### config.mk
export PLATFORM = sky130hd
export DESIGN_NAME = expr_check_sched
export DESIGN_NICKNAME = d
export VERILOG_FILES = /design/src/rtl/expr_pkg.sv /design/src/rtl/expr_recognizer.sv /design/src/rtl/expr_check_sched.sv
export SDC_FILE = /design/constraint.sdc
export NUM_CORES = 1
export LEC_CHECK = 0
export ABC_AREA = 1
export BUFFER_PORTS_ARGS = -buffer_cell sky130_fd_sc_hd__buf_2
export CORE_ASPECT_RATIO = 0.6
export CORE_UTILIZATION = 40
export DETAILED_ROUTE_END_ITERATION = 7
export REMOVE_ABC_BUFFERS = 1
export SYNTH_ARGS = -nofsm -noshare
export SYNTH_HDL_FRONTEND = slang
export SYNTH_HIERARCHICAL = 1
export SYNTH_SLANG_ARGS = --single-unit
### constraint.sdc
create_clock -name clk -period 2.2 [get_ports clk]
set_input_delay 0.22 -clock clk [delete_from_list [all_inputs] [get_ports clk]]
set_output_delay 0.22 -clock clk [all_outputs]
set_load 0.02 [all_outputs]
### src/rtl/expr_pkg.sv
// Shared types and helpers for the expression check scheduler.
// Character classes, recognizer states and controller states.
package expr_pkg;

    localparam logic [7:0] CH_PLUS = 8'h2B;
    localparam logic [7:0] CH_STAR = 8'h2A;

    typedef enum logic [1:0] {
        START,
        OPND,
        OPER,
        DEAD
    } rec_state_t;

    typedef enum logic [1:0] {
        IDLE,
        SCAN,
        REPORT
    } ctl_state_t;

    function automatic logic is_operator(
        input logic [7:0] ch
    );
        return (ch == CH_PLUS) || (ch == CH_STAR);
    endfunction

endpackage

### src/rtl/expr_recognizer.sv
// Single-character recognizer for operand (operator operand)* strings.
// Steps only when fed; sclr returns it to START between strings.
module expr_recognizer
    import expr_pkg::*;
(
    input  logic       clk,
    input  logic       clr,
    input  logic       step,
    input  logic [7:0] ch,
    input  logic       sclr,
    output logic       accept
);

    rec_state_t r_state;
    rec_state_t w_state_nxt;
    logic       w_op;

    assign w_op = is_operator(ch);

    always_comb begin
        w_state_nxt = r_state;
        if (step) begin
            unique case (r_state)
                START:   w_state_nxt = w_op ? DEAD : OPND;
                OPND:    w_state_nxt = w_op ? OPER : DEAD;
                OPER:    w_state_nxt = w_op ? DEAD : OPND;
                DEAD:    w_state_nxt = DEAD;
                default: w_state_nxt = DEAD;
            endcase
        end
    end

    always_ff @(posedge clk) begin
        if (clr || sclr) begin
            r_state <= START;
        end else begin
            r_state <= w_state_nxt;
        end
    end

    assign accept = (r_state == OPND);

endmodule

### src/rtl/expr_check_sched.sv
// Buffers a byte stream, feeds the recognizer one byte per cycle and
// publishes an accept/reject verdict with length at each terminator.
module expr_check_sched
    import expr_pkg::*;
#(
    parameter int         FIFO_DEPTH = 4,
    parameter int         LEN_W      = 8,
    parameter logic [7:0] TERM       = 8'h0A
) (
    input  logic             clk,
    input  logic             clr,
    input  logic             in_valid,
    input  logic [7:0]       in_data,
    output logic             in_ready,
    output logic             res_valid,
    input  logic             res_ready,
    output logic             res_accept,
    output logic [LEN_W-1:0] res_len,
    output logic             res_overflow,
    output logic             busy
);

    localparam int PTR_W = $clog2(FIFO_DEPTH);
    localparam int CNT_W = PTR_W + 1;
    localparam logic [LEN_W-1:0] LEN_MAX = {LEN_W{1'b1}};

    logic [7:0]       r_mem [FIFO_DEPTH];
    logic [PTR_W-1:0] r_wptr;
    logic [PTR_W-1:0] r_rptr;
    logic [CNT_W-1:0] r_count;

    ctl_state_t r_state;
    ctl_state_t w_state_nxt;

    logic [LEN_W-1:0] r_len;
    logic             r_ovf;

    logic       w_push;
    logic       w_pop;
    logic [7:0] w_head;
    logic       w_term;
    logic       w_step;
    logic       w_hs;
    logic       w_rec_acc;

    assign in_ready = (r_count != CNT_W'(FIFO_DEPTH));
    assign w_push   = in_valid && in_ready;
    assign w_pop    = (r_state != REPORT) && (r_count != '0);
    assign w_head   = r_mem[r_rptr];
    assign w_term   = (w_head == TERM);
    assign w_step   = w_pop && !w_term;
    assign w_hs     = (r_state == REPORT) && res_ready;

    // Storage is not reset; r_count alone defines which entries are live.
    always_ff @(posedge clk) begin
        if (w_push) begin
            r_mem[r_wptr] <= in_data;
        end
    end

    always_ff @(posedge clk) begin
        if (clr) begin
            r_wptr  <= '0;
            r_rptr  <= '0;
            r_count <= '0;
        end else begin
            if (w_push) begin
                r_wptr <= r_wptr + PTR_W'(1);
            end
            if (w_pop) begin
                r_rptr <= r_rptr + PTR_W'(1);
            end
            if (w_push && !w_pop) begin
                r_count <= r_count + CNT_W'(1);
            end else if (!w_push && w_pop) begin
                r_count <= r_count - CNT_W'(1);
            end
        end
    end

    always_comb begin
        w_state_nxt = r_state;
        unique case (r_state)
            IDLE: begin
                if (w_pop) begin
                    w_state_nxt = w_term ? REPORT : SCAN;
                end
            end
            SCAN: begin
                if (w_pop && w_term) begin
                    w_state_nxt = REPORT;
                end
            end
            REPORT: begin
                if (res_ready) begin
                    w_state_nxt = IDLE;
                end
            end
            default: w_state_nxt = IDLE;
        endcase
    end

    always_ff @(posedge clk) begin
        if (clr) begin
            r_state <= IDLE;
        end else begin
            r_state <= w_state_nxt;
        end
    end

    // Length saturates; the overflow flag sticks until the verdict is taken.
    always_ff @(posedge clk) begin
        if (clr || w_hs) begin
            r_len <= '0;
            r_ovf <= 1'b0;
        end else if (w_step) begin
            if (r_len == LEN_MAX) begin
                r_ovf <= 1'b1;
            end else begin
                r_len <= r_len + LEN_W'(1);
            end
        end
    end

    expr_recognizer u_rec (
        .clk    (clk),
        .clr    (clr),
        .step   (w_step),
        .ch     (w_head),
        .sclr   (w_hs),
        .accept (w_rec_acc)
    );

    assign res_valid    = (r_state == REPORT);
    assign res_accept   = res_valid && w_rec_acc && !r_ovf;
    assign res_len      = r_len;
    assign res_overflow = r_ovf;
    assign busy         = (r_state != IDLE) || (r_count != '0);

endmodule
==> metrics.md <==
| Metric | Value |
|---|---|
| Outcome | finished, final reports clean |
| GP Congestion | 0.830 |
| # DRC | 0 |
| Period utilisation layout | 85.1% |
| Number of global-route vias before repair | 1644 |
| Fin crit period | 1.87 ns |
| Post-CTS Hold Buffers | 0 |
| Cts repair resizes | 0 |
| Max VDD drop | 0.000357 V |
| Std-Cell Rows | 21 |
| RSZ-0062 raised after global routing | false |
| Die area | 6540 µm² |
| Pleak | 1.26 nW |
| Post-CTS Setup Bufs | 0 |
| Root buffer cell | clkbuf_8 |
| Detailed placement HPWL | 3.47 mm |
| Initial DRC Count | 75 |
| Drt via density | 4.58 |
| Starting Density | 43.0% |
| Routed WL | 4.64 mm |
| H-tree depth | 2 |
| CP max FO | 3 |
| Max_cap viols | 0 |
| Share of cells above drive strength 1 | 16.9% |
| Syn Std Cell Area | 2480 µm² |
| Syn. warnings | 6 |
| Die W | 104 µm |
| Setup TNS | 0 ns |
| Cts bufs inserted | 5 |
| Slew margin rel. | 25.0% |
| Syn Area/Cell | 8.91 µm² |
| Setup Crit Path Kind | flop to flop |
| R2r setup slk | 0.33 ns |
| Startpoint Class | flop |
| Total number of vias | 1801 |
| Final Max Slew Viols | 0 |
| Cell area after layout | 2810 µm² |
| Pre-Repair DR Iteration Count | 4 |
| Final Hold Viols | 0 |
| CTS max path bufs | 2 |
| Largest net degree at the start of global routing | 19 |
| Synth Instances | 279 |
| Io pins | 25 |
| Worst setup EP type | flop |
| Wire per inst | 11.8 µm |
| Core Area | 5780 µm² |
| Overall Global Routing Usage | 15.5% |
| Remaining Overflow, GRT | 0 |
| Clock Latency Late Sink | 0.30 ns |
| Initial antenna violation count | 0 |
| PortBufs | 24 |
| Post-route ant nets | 0 |
| # setup viols final | 0 |
| Critical path arrival | 2.07 ns |
| Reg clk slew, reported paths | 0.10 ns |
| Max Fclk | 0.534 GHz |
| Power Dens Cells | 1140 nW/µm² |
| Worst min path class | input pin to flop |
| Slew @ Worst Pin | 1.11 ns |
| Clk sink count | 54 |
| Ant. Diodes | 0 |
| CTS tree | built |
| Placement Cell Area | 2720 µm² |
| Skew final | 0.00770 ns |
| Chip Height | 63.1 µm |
| Worst Path Required | 2.40 ns |
| Nets | 331 |
| Global-route wire length before repair | 7.98 mm |
| Area grow syn2layout | 13.0% |
[power breakdown]
| part | switching (mW) | internal [mW] | leakage (nW) |
|---|---|---|---|
| logic | 0.829 | 0.424 | 0.743 |
| clock network | 0.329 | 0.230 | 0.0447 |
| registers | 0.132 | 1.25 | 0.474 |
| total | 1.29 | 1.90 | 1.26 |
[critical path: stages, from the launching register on]
cell	delay, ns
dfxtp_1	0.36
inv_1	0.08
nand3_1	0.10
nand2_1	0.15
ha_1	0.16
inv_1	0.06
fa_1	0.38
a21oi_1	0.14
o21ai_0	0.12
o21ai_0	0.15
a21oi_1	0.06
[area by class of cell]
class,instances,area (µm²)
Fill cell,573,2970
Sequential cell,54,1400
Multi-Input combinational cell,174,870
Inverter,47,179
Timing Repair Buffer,30,165
Tap cell,80,100
Clock buffer,5,68.8
Clock inverter,3,25.0
[per-stage QoR]
stage / std cells / total power, mW / hold WS, ns / worst slack, ns / util (%)
5_1_grt: 393 / 3.46 / 0.103 / 0.0913 / 48.6
4_1_cts: 393 / 3.22 / 0.103 / 0.312 / 48.6
3_3_place_gp: 385 / 2.64 / 0.444 / 0.331 / 47.0
3_5_place_dp: 385 / 2.66 / 0.438 / 0.334 / 47.0
6_report: 393 / 3.19 / 0.114 / 0.329 / 48.6
2_1_floorplan: 275 / 2.32 / 0.289 / 0.210 / -
[state kept, by name, summed over array words and instances (netlist names), named ones only]
name	cells
res_overflow	1
res_len	8
u_rec/r_state	2
r_mem	32
r_count	3
r_rptr	2
r_wptr	2
r_state	2
[cells in the final DEF, fill, tap and decap left out, types with 2 or more instances in the layout]
cell      instances
o21ai_0           9
nor3_1            2
nand4_1           5
nor2_1           20
a21oi_1          18
xor2_1            6
nand2_1          75
nand3_1          24
clkbuf_8          5
inv_2             8
inv_1            38
edfxtp_1         32
buf_2            24
dfxtp_1          22
nor2_2            4
ha_1              6
buf_4             6
[worst paths after layout]
kind / startpoint / endpoint / cells after the start
worst max register to register: r_count[0] / r_count[2] / 10
worst min register to register: r_rptr[1] / r_rptr[1] / 2
worst min-delay path: clr / r_state[1] / 2
worst max-delay path: r_count[0] / r_count[2] / 10
[layer usage]
metal  part of all wire (%)  GRT usage [%]  up-vias
met2                     38           20.2       28
met1                     58           24.8      807
met3                    4.3           3.93        2
met5                      0              0        -
li1                       -              -      964
met4                   0.47           3.75        0
(Power assumes the default switching activity.)
